<file path="src/rtl/program_sequencer.sv">
// Step sequencer driving the downstream overflow timeout counter: walks a programmable
// table of {duration, action} entries, one counter run per step.
module program_sequencer #(
   parameter int unsigned STEPS        = 8,
   parameter int unsigned ADDR_BITS    = 3,
   parameter int unsigned COUNTER_BITS = 32,
   parameter int unsigned ACT_BITS     = 8
) (
   input  logic                    i_CLK,
   input  logic                    i_RST_N,
   input  logic                    i_WR_EN,
   input  logic [ADDR_BITS-1:0]    i_WR_ADDR,
   input  logic [COUNTER_BITS-1:0] i_WR_DUR,
   input  logic [ACT_BITS-1:0]     i_WR_ACT,
   input  logic [ADDR_BITS-1:0]    i_LAST,
   input  logic                    i_LOOP,
   input  logic                    i_START,
   input  logic                    i_ABORT,
   input  logic                    i_CNT_OVF,
   output logic [COUNTER_BITS-1:0] o_CNT_LIM,
   output logic                    o_CNT_RST,
   output logic [ADDR_BITS-1:0]    o_STEP,
   output logic [ACT_BITS-1:0]     o_ACT,
   output logic                    o_BUSY,
   output logic                    o_DONE
);

   localparam logic [ADDR_BITS:0]   NUM_STEPS = (ADDR_BITS + 1)'(STEPS);
   localparam logic [ADDR_BITS-1:0] LAST_MAX  = ADDR_BITS'(STEPS - 1);

   typedef enum logic [1:0] {StIdle, StLoad, StRun, StDone} state_e;

   state_e                  state_q, state_d;
   logic [ADDR_BITS-1:0]    step_q, step_d;
   logic [ADDR_BITS-1:0]    last_q, last_d;
   logic                    loop_q, loop_d;
   logic [COUNTER_BITS-1:0] cnt_lim_q, cnt_lim_d;
   logic                    cnt_rst_q, cnt_rst_d;
   logic [ACT_BITS-1:0]     act_q, act_d;
   logic                    busy_q, busy_d;
   logic                    done_q, done_d;
   logic                    wr_ok;

   logic [COUNTER_BITS-1:0] dur_tbl_q [STEPS];
   logic [ACT_BITS-1:0]     act_tbl_q [STEPS];

   assign wr_ok = i_WR_EN && !busy_q && ({1'b0, i_WR_ADDR} < NUM_STEPS);

   always_ff @(posedge i_CLK or negedge i_RST_N) begin
      if (!i_RST_N) begin
         for (int i = 0; i < int'(STEPS); i++) begin
            dur_tbl_q[i] <= '0;
            act_tbl_q[i] <= '0;
         end
      end else if (wr_ok) begin
         dur_tbl_q[i_WR_ADDR] <= i_WR_DUR;
         act_tbl_q[i_WR_ADDR] <= i_WR_ACT;
      end
   end

   // Abort wins over every other transition and leaves the counter cleared for one cycle.
   always_comb begin
      state_d   = state_q;
      step_d    = step_q;
      last_d    = last_q;
      loop_d    = loop_q;
      cnt_rst_d = 1'b0;
      unique case (state_q)
         StIdle: begin
            if (i_START && !i_ABORT) begin
               state_d = StLoad;
               step_d  = '0;
               last_d  = (i_LAST > LAST_MAX) ? LAST_MAX : i_LAST;
               loop_d  = i_LOOP;
            end
         end
         StLoad: begin
            if (i_ABORT) begin
               state_d   = StIdle;
               cnt_rst_d = 1'b1;
            end else begin
               state_d = StRun;
            end
         end
         StRun: begin
            if (i_ABORT) begin
               state_d   = StIdle;
               cnt_rst_d = 1'b1;
            end else if (i_CNT_OVF) begin
               if (step_q < last_q) begin
                  step_d  = step_q + ADDR_BITS'(1);
                  state_d = StLoad;
               end else if (loop_q) begin
                  step_d  = '0;
                  state_d = StLoad;
               end else begin
                  state_d = StDone;
               end
            end
         end
         StDone: state_d = StIdle;
         default: state_d = StIdle;
      endcase
      if (state_d == StLoad) cnt_rst_d = 1'b1;
   end

   // Outputs are computed from the next state so every port comes straight from a flop.
   always_comb begin
      cnt_lim_d = cnt_lim_q;
      act_d     = '0;
      if (state_d == StLoad) begin
         cnt_lim_d = dur_tbl_q[step_d];
         act_d     = act_tbl_q[step_d];
      end else if (state_d == StRun) begin
         act_d = act_q;
      end
      busy_d = (state_d == StLoad) || (state_d == StRun);
      done_d = (state_d == StDone);
   end

   always_ff @(posedge i_CLK or negedge i_RST_N) begin
      if (!i_RST_N) begin
         state_q   <= StIdle;
         step_q    <= '0;
         last_q    <= '0;
         loop_q    <= 1'b0;
         cnt_lim_q <= '0;
         cnt_rst_q <= 1'b1;
         act_q     <= '0;
         busy_q    <= 1'b0;
         done_q    <= 1'b0;
      end else begin
         state_q   <= state_d;
         step_q    <= step_d;
         last_q    <= last_d;
         loop_q    <= loop_d;
         cnt_lim_q <= cnt_lim_d;
         cnt_rst_q <= cnt_rst_d;
         act_q     <= act_d;
         busy_q    <= busy_d;
         done_q    <= done_d;
      end
   end

   assign o_CNT_LIM = cnt_lim_q;
   assign o_CNT_RST = cnt_rst_q;
   assign o_STEP    = step_q;
   assign o_ACT     = act_q;
   assign o_BUSY    = busy_q;
   assign o_DONE    = done_q;

endmodule

</file>
<file path="config.mk">
export PLATFORM = sky130hd
export DESIGN_NAME = program_sequencer
export DESIGN_NICKNAME = d
export VERILOG_FILES = /design/src/rtl/program_sequencer.sv
export SDC_FILE = /design/constraint.sdc
export NUM_CORES = 1
export LEC_CHECK = 0
export CAP_MARGIN = 20
export CORE_MARGIN = 2
export CORE_UTILIZATION = 35
export CTS_CLUSTER_DIAMETER = 80
export DETAILED_ROUTE_END_ITERATION = 8
export DONT_BUFFER_PORTS = 1
export HOLD_SLACK_MARGIN = 0.02
export SLEW_MARGIN = 30
export SYNTH_ARGS = -nofsm -noshare
export SYNTH_HDL_FRONTEND = slang
export SYNTH_SLANG_ARGS = --single-unit
export TNS_END_PERCENT = 100
</file>
<file path="constraint.sdc">
create_clock -name i_CLK -period 4 [get_ports i_CLK]
set_clock_uncertainty 0.15 [all_clocks]
set_input_delay 1.2 -clock i_CLK [delete_from_list [all_inputs] [get_ports i_CLK]]
set_output_delay 1.2 -clock i_CLK [all_outputs]
set_load 0.02 [all_outputs]
</file>
* After elaboration in Yosys (flattened, before gate mapping)
Cells that the tools add are included.
** Operators by class
- Muxes and demuxes :: 31
- Add/subtract/negate cells :: 1
- $lt $le $gt $ge :: 5
- Reduce and logical (&&, ||, !) cells :: 9
- Bitwise operators :: 2
- Equal/unequal tests :: 7
** Operators by type and width (number)
- 256-bit bitwise mux :: 1
- 32-bit binary-select mux with 3-bit select :: 1
- 32-bit demux with 3-bit select :: 1
- 32-bit two-way mux :: 3
- 64-bit bitwise mux :: 1
- 8-bit two-way mux :: 5
- 8-bit binary-select mux with 3-bit select :: 1
- 8-bit demux with 3-bit select :: 1
- 3-bit two-way mux :: 6
- 2-bit two-way mux :: 6
- 2-bit equality test, second input constant :: 4
- 4-bit greater-or-equal comparator, second input constant :: 2
- 3-bit inverter with 4-bit output :: 2
- 2-bit case mux with 4 select lines :: 1
- 3-bit case mux with 2 select lines :: 1
- 2-bit by 1-bit equality test with 1-bit output, second input constant :: 2
- 4-bit by 1-bit < comparator with 1-bit output, second input constant :: 1
- 3-bit by 1-bit adder with 3-bit output, second input constant :: 1
- 3-bit greater-than comparator, second input constant :: 1
- 1-bit logical AND :: 3
- 3-bit < comparator :: 1
- 1-bit two-way mux :: 3
- 1-bit logical NOT :: 2
- 2-bit logical NOT :: 1
- 4 further kinds :: 4
** Word-level totals
- Bits of input ports :: 53
- Output and inout bits :: 46
- Register bits after elaboration :: 372

* Logic depth before layout (Yosys ltp)
Gate-level depths: netlist (run 1).
- Depth in word-level cells :: 10
- Gate-level depth with buffers :: 17
- Depth with buffers taken out :: 14

* Worst setup path before layout (run 1)
Ideal clock, no wire load.
- Path type :: input-to-reg
- Start :: input port i_CNT_OVF
- End :: register cnt_lim_q[30], in the netlist o_CNT_LIM[30]
- Slack :: 0.823 ns
- Arrival :: 2.961 ns
- Path buffers :: 3
- Required time :: 3.785 ns
- Stages :: 11
- Cells stage by stage :: o21ai_0 -> a21oi_1 -> o32ai_1 -> inv_1 -> ha_1 -> clkbuf_1 -> and2_0 -> clkbuf_2 -> buf_6 -> a32oi_1 -> o221a_2
** Between the ends
- Elaborated cells on any way between the ends :: 11
- Those cells by class :: eq/ne: 1; mux: 9; bitwise: 1
** RTL lines
- start, declared :: RTL line 19 : input logic i_CNT_OVF,
- 2-bit two-way mux :: RTL line 89 : end else if (i_CNT_OVF) begin
- 2-bit two-way mux :: RTL line 86 : if (i_ABORT) begin
- 2-bit case mux with 4 select lines :: RTL line 68 : unique case (state_q)
- net state_d[1] :: RTL line 33 : state_e state_q, state_d;
- 2-bit by 1-bit equality test with 1-bit output :: RTL line 111 : if (state_d == StLoad) begin
- end signal, assigned :: RTL line 137 : cnt_lim_q <= cnt_lim_d;
- end, declared :: RTL line 37 : logic [COUNTER_BITS-1:0] cnt_lim_q, cnt_lim_d;
The timed path passes the listed nets, and every way through them passes these cells. The select of a mux whose other input is x is not followed.
A chain may end at the register's enable or synchronous reset.

* Worst setup path after layout (run 1)
- Start :: register step_q[2], in the netlist o_STEP[2]
- End :: register cnt_lim_q[15], in the netlist o_CNT_LIM[15]
** Between the ends
- Elaborated cells on any way between the ends :: 17
- Those cells by class :: add/sub: 1; order compare: 1; eq/ne: 1; mux: 13; bitwise: 1
** RTL lines
- start, declared :: RTL line 34 : logic [ADDR_BITS-1:0] step_q, step_d;
- start signal, assigned :: RTL line 134 : step_q <= step_d;
- 3-bit < comparator :: RTL line 90 : if (step_q < last_q) begin
- 2-bit two-way mux :: RTL line 90
- 2-bit two-way mux :: RTL line 89
- 2-bit two-way mux :: RTL line 86
- 2-bit case mux with 4 select lines :: RTL line 68
- net state_d[1] :: RTL line 33
- 2-bit by 1-bit equality test with 1-bit output :: RTL line 111
The timed path passes the listed nets, and every way through them passes these cells. The select of a mux whose other input is x is not followed.

==> results of run 1 <==
where the power goes:
part / internal, mW / switching, mW
registers: 5.61 / 1.26
logic: 2.40 / 1.99
clock network: 2.15 / 1.47
total: 10.2 / 4.72
layout make-up:
class,count,area [um2]
multi-input combinational,793,6690
sequential,372,9310
clock buffer,63,1180
inverter,10,40.0
fill,4339,28000
timing repair buffer,28,335
tap,607,759
antenna,1,2.50
clock inverter,10,100
worst reg2reg max path: stages, from the launching register on:
cell	delay, ps
dfrtp_1	390
ha_1	340
a21o_1	170
a31oi_4	60
nor2_1	120
nand2_1	60
o21ai_0	60
a21oi_1	80
o32ai_1	510
inv_1	110
ha_2	250
and2_1	170
buf_4	270
a32oi_1	320
o221a_2	210
per-layer routing:
| layer | part of all wire (%) | vias up |
|---|---|---|
| met5 | 0 | - |
| met4 | 1.4 | 0 |
| met3 | 6.8 | 41 |
| met2 | 46 | 157 |
| met1 | 46 | 5280 |
| li1 | - | 4558 |
per-stage QoR:
step | hold slack, ps | power, mW | utilization (%)
final | 202 | 14.9 | 39.6
after global routing | 181 | 15.9 | 39.6
after CTS | 197 | 15.1 | 39.6
after detailed placement | 343 | 11.4 | 36.9
after global placement | 336 | 11.2 | 36.9
after floorplan | 329 | 10.2 | -
logic make-up (layout without fill, tap and decap cells):
family | count (synthesis) | count (layout)
buffers and inverters | 97 | 111
DFF | 372 | 372
AOI/OAI and AO/OA | 200 | 200
muxes | 365 | 365
other | 0 | 1
adders and majority gates | 9 | 9
and+or+nand+nor | 219 | 219
layout by cell type, fill, tap and decap left out, drive strengths merged, types with 3 or more instances in the layout:
cell    Yosys  final
a21o        3      3
a21oi      67     67
a22oi      32     32
a31oi       9      9
a32o        8      8
a32oi      40     40
and2        3      3
buf        49     28
clkbuf     38     63
clkinv      0      8
dfrtp     371    371
ha          9      9
inv        10     10
mux2      324    324
mux2i      41     41
nand2     183    183
nand2b      3      3
nand3       8      8
nand3b      3      3
nor2        4      4
nor2b       4      4
nor3b       4      4
o21ai       3      3
o221a      32     32
how the worst max path moves through the flow:
stage	end	slack, ps	cells past startpoint
finish	o_CNT_LIM[15]	670	14
floorplan	o_CNT_LIM[30]	820	11
CTS	o_CNT_LIM[15]	650	14
global placement	o_CNT_LIM[15]	540	9
detailed placement	o_CNT_LIM[15]	520	9
global route	o_CNT_LIM[13]	380	14
state kept, by name (all words and copies together) (netlist names):
name / cells
act_tbl_q: 64
dur_tbl_q: 256
last_q: 3
loop_q: 1
o_ACT: 8
o_BUSY: 1
o_CNT_LIM: 32
o_CNT_RST: 1
o_DONE: 1
o_STEP: 3
state_q: 2
==> impl_metrics.yaml, run 1 <==
clock_network:
  hold_buffers: 0
  clock_sinks: 372
  path_clk_slew_ps: 60
  clock_path_buffers: 3
  insertion_delay_ps: 540
  cts-root-buf: "clkbuf_16"
  cts_resized: 0
  postCtsSetupBuffers: 0
  cts_made_buffers: 41
  cts_tree: "built"
  cts_htree_levels: 2
sta:
  rsz0062_at_grt: "false"
  fmax_ghz: 0.301
  setup_viol: 0
  tns_ps: 0
  fin_crit_sh_pct: 83.2
  relSlewSlack_pct: 27.2
  worst_slew_pin_slew_ps: 1090
  slew_violations: 0
  hold_viol: 0
  setup_ws_ps: 673
  period_needed_ps: 3330
synthesis:
  async_reset_ff_share_pct: 100
  synthFlopType: "dfrtp_1"
  synth-edff-count: 0
  ys_warn_count: 0
  synth_fa_ha_area_share_pct: 0.686
  synthXorXnorAreaFrac_pct: 0
  synthTopCellsByArea: "dfrtp_1 57%, mux2_2 22%, nand2_1 4.2%, mux2i_1 2.5%, a32oi_1 2.1%"
  yosysTopAreaCellShare_pct: 56.6
  synth_fp_nets: 1324
  ys_top_cells_by_count: "371 x dfrtp_1, 324 x mux2_2, 182 x nand2_1"
  synthMuxAreaShare_pct: 24.7
  synth_compound_area_share_pct: 9.46
  ys_seq_area_share_pct: 56.7
  syn_area_per_cell_um2: 13.0
  synth_top_family_by_area: "multiplexers"
  synthCells: 1262
  ys_types: 49
  yosys.area.top_type: "dfrtp_1"
  synth.most_common_cell: "dfrtp_1"
  synth_area_mm2: 0.0164
  synthSimpleGateAreaFrac_pct: 5.62
  ys_ff_latch: 372
die:
  die_x_um: 221
  die-area_mm2: 0.0486
  start_util_pct: 35.3
  fp.coreArea_mm2: 0.0465
  die_h_um: 221
  io_pins: 99
  rows: 79
global_routing:
  grt_max_degree: 373
  grt_pass1_vias: 10446
  grtUsageMet3_pct: 5.58
  use_met1_pct: 22.7
  gr-total-overflow: 0
  gr-max-usage-layer: "met2"
  gr-usage-met2_pct: 26.3
  grt_usage_pct: 16.8
  grt_first_pass_wirelength_um: 62600
  antenna_found_initial: 1
worst_setup_path:
  cp-start-kind: "flip-flop"
  critical_path.top_delay_family: "compound AO/OA/AOI/OAI gates"
  critPathMaxFanout: 27
  crit_path_start: "o_STEP[2]"
  crit_chain: "ha_1, a21o_1, a31oi_4, nor2_1, nand2_1, o21ai_0, a21oi_1, o32ai_1, inv_1, ha_2, and2_1, buf_4, a32oi_1, o221a_2"
  crit_slowest_cell: "o32ai_1"
  r2r_end: "o_CNT_LIM[15]"
  rrSetupSlack_ps: 670
  slowest_delay_ps: 510
  r2r_cells: 14
  cp.buffers_inverters: 2
  worstPathRequired_ps: 4330
  endpoint_kind: "flip-flop"
  worstPathArrival_ps: 3660
  r2r_start: "o_STEP[2]"
  criticalPathCategory: "reg -> reg"
pwr:
  ir_drop_uv: 334
  power.density_mw_per_mm2: 808
  leakage_nw: 7.93
placed_design:
  postPlaceCellArea_mm2: 0.0171
  gp_congestion: 0.722
  post-place-cells: 1810
  place_ws_ps: 523
  hpwlAfterDp_um: 22100
  portBuffers: 0
flow_run:
  cap_violations: 0
final_layout:
  finalNonFillerCells: 1884
  drive_gt1_share_pct: 36.1
  stdcell_area_mm2: 0.0184
  area_growth_pct: 12.3
  nNetsFinal: 1308
routing:
  via_count: 10036
  first_iter_violations: 557
  drt-wirelength-per-cell_um: 21.2
  wirelength_um: 39900
  antenna_left: 0
  firstDrtPassIters: 5
  vias_per_cell: 5.33
  drc: 0
min_path:
  hp-class: "in -> async"
outcome:
  status: "complete, no violations"
Power figures use the tool's default switching activity.
==> run 2: changes to the inputs <==
Clock period 4 ns to 3.2 ns, I/O delays scaled along.
==> run 2 against run 1 <==
The run now ends with negative hold slack left. Largest power group unchanged. Global-route usage increased by 0.55 points. Highest routed layer unchanged. Flip-flop and latch count unchanged. Sequential power increased by 25%. Critical endpoint is now o_CNT_LIM[26]. Critical path type unchanged. Clock power increased by 27%. Die area unchanged.
==> impl_metrics.yaml, run 2 (synthesis gave the netlist of run 1 again) <==
outcome:
  status: "finished, violations left"
  violations: "negative hold slack"
routing:
  wirelength_um: 41700
  via_count: 10299
  m1WireLength_um: 18800
  drc: 0
  vias_per_cell: 5.45
  wl_met2_um: 18900
  antenna_left: 0
  first_iter_violations: 563
  wl_met3_um: 3090
  firstDrtPassIters: 4
  top_layer: "met4"
  drt-wirelength-per-cell_um: 22.1
worst_setup_path:
  worstPathRequired_ps: 3490
  endpoint_kind: "flip-flop"
  worstPathArrival_ps: 3290
  critPathMaxFanout: 16
  cp-start-kind: "flip-flop"
  criticalPathCategory: "reg -> reg"
clock_network:
  clock_path_buffers: 3
  cts_made_buffers: 42
  path_clk_slew_ps: 60
  cts-root-buf: "clkbuf_16"
  insertion_delay_ps: 550
  cts_htree_levels: 2
  cts_tree: "built"
  clock_sinks: 372
die:
  start_util_pct: 35.3
  die-area_mm2: 0.0486
  io_pins: 99
  fp.coreArea_mm2: 0.0465
  die_h_um: 221
  die_x_um: 221
  rows: 79
sta:
  slew_violations: 0
  hold_viol: 45
  rsz0062_at_grt: "false"
  tns_ps: 0
  relSlewSlack_pct: 61.1
  period_needed_ps: 3010
  fmax_ghz: 0.333
  setup_ws_ps: 194
  hold_slack_ps: -40.7
  worst_slew_pin_slew_ps: 584
  fin_crit_sh_pct: 93.9
  setup_viol: 0
placed_design:
  portBuffers: 0
  gp_congestion: 0.721
  postPlaceCellArea_mm2: 0.0173
  place_ws_ps: 239
  hpwlAfterDp_um: 22300
global_routing:
  grt_pass1_vias: 10625
  grt_usage_pct: 17.3
  grt_first_pass_wirelength_um: 64300
  gr-total-overflow: 0
  antenna_found_initial: 0
  grt_max_degree: 373
final_layout:
  stdcell_area_mm2: 0.0186
  final_core_util_pct: 40.1
  final_common_cell: "dfrtp_1"
  largest_register_ffs: 256
  num_antenna_cells: 0
  regMostFlops: "dur_tbl_q"
  nNetsFinal: 1318
  area_growth_pct: 13.6
  final_cell_mix: "371 x dfrtp_1, 324 x mux2_2, 181 x nand2_1"
  drive_gt1_share_pct: 36.8
pwr:
  total_power_mw: 18.9
  ir_drop_uv: 419
  leakage_nw: 8.03
  power.density_mw_per_mm2: 1010
flow_run:
  cap_violations: 0
min_path:
  hp-class: "in -> async"
## run 2: cell count changes in the layout (fill, tap and decap cells not counted), sizes merged
| cell | delta |
|---|---|
| buf | +8 |
| bufinv | -2 |
| clkbuf | +1 |
| clkinv | -1 |
| diode | -1 |
| inv | +1 |
## run 2: layer usage
layer  global-route usage, %  vias to the layer above
met4                    4.62                        0
li1                        -                     4579
met5                       0                        -
met1                    23.4                     5448
met3                    5.50                       58
met2                    27.0                      214
## run 2: layout make-up
class	instances	area, um2
clock buffers	63	1260
clock inverters	8	43.8
fillers	4386	27800
inverters	10	40.0
multi-input cells	793	6700
flip-flops and latches	372	9310
well taps	607	759
repair buffers	37	520
## run 2: critical path: stages, from the launching register on
cell and delay [ps]:
dfrtp_1 390, ha_1 350, a21o_1 220, a31oi_4 160
nor2_1 60, nand2_1 50, o21ai_0 70, a21oi_1 200
o32ai_2 110, inv_1 80, ha_2 230, nor3b_4 220
buf_4 170, clkbuf_16 210, a32oi_1 80, o221a_2 140
## run 2: repair_timing
action                                 in CTS  in global routing
resized for setup                           0                  1
setup endpoints to repair                   0                  1
endpoints found under the hold margin     371                371
setup buffers                               0                  4
## run 2: final timing paths
path / depth (start not counted) / startpoint / slack (ps) / endpoint
max: 15 / o_STEP[2] / 190 / o_CNT_LIM[26]
min: 0 / i_RST_N / -40 / o_CNT_LIM[23]
max reg2reg: 15 / o_STEP[2] / 190 / o_CNT_LIM[26]
min reg2reg: 1 / dur_tbl_q[129] / 350 / dur_tbl_q[129]
max in group asynchronous: 0 / i_RST_N / 2440 / dur_tbl_q[203]
min in group i_CLK: 1 / dur_tbl_q[129] / 350 / dur_tbl_q[129]
## run 2: power breakdown
group	internal, mW	switching [mW]
Sequential	7.02	1.56
Combinational	3.09	2.58
Clock	2.71	1.89
## run 2: per-stage QoR
| stage | cells | hold WS (ps) |
|---|---|---|
| 6_report | 1890 | -40.7 |
| 3_5_place_dp | 1814 | 343 |
| 5_1_grt | 1890 | -70.7 |
| 4_1_cts | 1885 | -55.2 |
| 2_1_floorplan | 1262 | 329 |
| 3_3_place_gp | 1814 | 336 |
==> run 3: changes to the inputs <==
Settings changed: SETUP_SLACK_MARGIN from default to 0.5.
==> run 3 against run 2 <==
The flow still finishes with violations (negative hold slack). Count of clock-buffer cells in the layout stayed put. Die area stayed put. Global-route usage is 0.61 points higher. Combinational power is 14% higher. Worst hold slack worse by 4.9 ps. Utilization is 1.5 points higher. Largest power group unchanged.
==> impl_metrics.yaml, run 3 (synthesis gave the netlist of run 1 again) <==
worst_setup_path:
  criticalPathCategory: "reg -> reg"
  crit_slowest_cell: "dfrtp_2"
  slowest_delay_ps: 490
  cp.buffers_inverters: 3
  crit_chain: "ha_4, a21o_1, a31oi_4, nor2_1, nand2_1, o21ai_2, a21oi_2, o32ai_2, inv_1, ha_4, buf_6, and2_4, buf_12, a32oi_1, o221a_2"
  cp-start-kind: "flip-flop"
  critical_path.top_delay_family: "compound AO/OA/AOI/OAI gates"
  cp_num_cells: 15
  worstPathRequired_ps: 3540
  worstPathArrival_ps: 3300
  endpoint_kind: "flip-flop"
  cpMostUsedCell: "ha_4"
  r2r_cells: 15
  critPathMaxFanout: 8
sta:
  relSlewSlack_pct: 31.5
  fin_crit_sh_pct: 92.5
  hold_viol: 17
  period_needed_ps: 2960
  hold_slack_ps: -45.6
  slew_violations: 0
  tns_ps: 0
  fmax_ghz: 0.338
  rsz0062_at_grt: "true"
  setup_viol: 0
  worst_slew_pin_slew_ps: 1030
final_layout:
  stdcell_area_mm2: 0.0193
  nNetsFinal: 1356
  fillers: 4271
  drive_gt1_share_pct: 40.8
  area_growth_pct: 17.7
  final_core_util_pct: 41.6
  regMostFlops: "dur_tbl_q"
  multi_input_area_mm2: 0.00685
  num_antenna_cells: 0
  final_common_cell: "dfrtp_1"
  largest_register_ffs: 256
  final_cell_mix: "370 x dfrtp_1, 324 x mux2_2, 180 x nand2_1"
  seq_area_mm2: 0.00931
clock_network:
  insertion_delay_ps: 560
  cts_htree_levels: 2
  cts_tree: "built"
  clock_path_buffers: 3
  path_clk_slew_ps: 60
  cts_made_buffers: 43
  clock_sinks: 372
  cts-root-buf: "clkbuf_16"
routing:
  antenna_left: 0
  firstDrtPassIters: 4
  drt-wirelength-per-cell_um: 22.4
  first_iter_violations: 730
  vias_per_cell: 5.40
  wirelength_um: 43300
  via_count: 10424
  drc: 0
pwr:
  ir_drop_uv: 413
  power.density_mw_per_mm2: 1040
  leakage_nw: 8.34
placed_design:
  gp_congestion: 0.717
  hpwlAfterDp_um: 24100
  portBuffers: 0
  postPlaceCellArea_mm2: 0.0173
global_routing:
  grt_pass1_vias: 10717
  antenna_found_initial: 0
  grt_max_degree: 373
  gr-total-overflow: 0
  grt_usage_pct: 17.9
  grt_first_pass_wirelength_um: 66000
die:
  die_x_um: 221
  die-area_mm2: 0.0486
  fp.coreArea_mm2: 0.0465
  io_pins: 99
  rows: 79
  start_util_pct: 35.3
  die_h_um: 221
flow_run:
  cap_violations: 0
outcome:
  violations: "negative hold slack"
  status: "finished, violations left"
min_path:
  hp-class: "in -> async"
run 3: timing repair:
action                                 in CTS  in global routing
pin swaps                                  24                 15
setup endpoints to repair                  40                 41
buffers inserted                           11                 11
endpoints found under the hold margin     371                371
gates cloned                                4                  5
resized for setup                          20                 30
run 3: area by class of cell:
cell class                      instances  share of cell area, %
Clock buffer                           63                   6.59
Multi-Input combinational cell        793                   35.5
Clock inverter                         12                  0.797
Timing Repair inverter                  1                 0.0453
Tap cell                              607                   3.93
Timing Repair Buffer                   73                   4.68
Inverter                               10                  0.279
Sequential cell                       372                   48.2
run 3: worst paths after layout:
kind                           startpoint             end  slack [ps]
max                             o_STEP[2]   o_CNT_LIM[23]         240
min                               i_RST_N  dur_tbl_q[123]         -50
max reg2reg                     o_STEP[2]   o_CNT_LIM[23]         240
min reg2reg                dur_tbl_q[129]  dur_tbl_q[129]         350
max in group asynchronous         i_RST_N    act_tbl_q[9]        2110
min in group i_CLK         dur_tbl_q[129]  dur_tbl_q[129]         350
run 3: metal layers:
| metal | vias to the layer above | track usage (%) | routed length, um |
|---|---|---|---|
| li1 | 4647 | - | - |
| met3 | 70 | 5.37 | 3220 |
| met5 | - | 0 | 0 |
| met1 | 5484 | 23.4 | 18800 |
| met4 | 0 | 5.91 | 952 |
| met2 | 223 | 28.6 | 20300 |
run 3: per-stage QoR:
stage | setup slack [ps] | total power [mW] | cells | hold WS [ps]
2_1_floorplan | 337 | 12.8 | 1262 | 329
3_3_place_gp | 184 | 14.1 | 1825 | 336
3_5_place_dp | 139 | 14.4 | 1825 | 342
4_1_cts | 128 | 19.8 | 1915 | -73.4
5_1_grt | 62.5 | 21.3 | 1931 | -79.5
6_report | 239 | 20.0 | 1931 | -45.6
run 3: worst reg2reg max path: stages (launching register included):
cell and delay, ps:
dfrtp_2 490, ha_4 310, a21o_1 150, a31oi_4 40, nor2_1 90, nand2_1 80, o21ai_2 70, a21oi_2 70
o32ai_2 250, inv_1 110, ha_4 190, buf_6 110, and2_4 190, buf_12 170, a32oi_1 210, o221a_2 190
run 3: power breakdown:
group / switching (mW) / total (mW) / internal (mW)
clock: 1.96 / 4.96 / 2.99
sequential: 1.59 / 8.61 / 7.02
combinational: 2.87 / 6.47 / 3.60
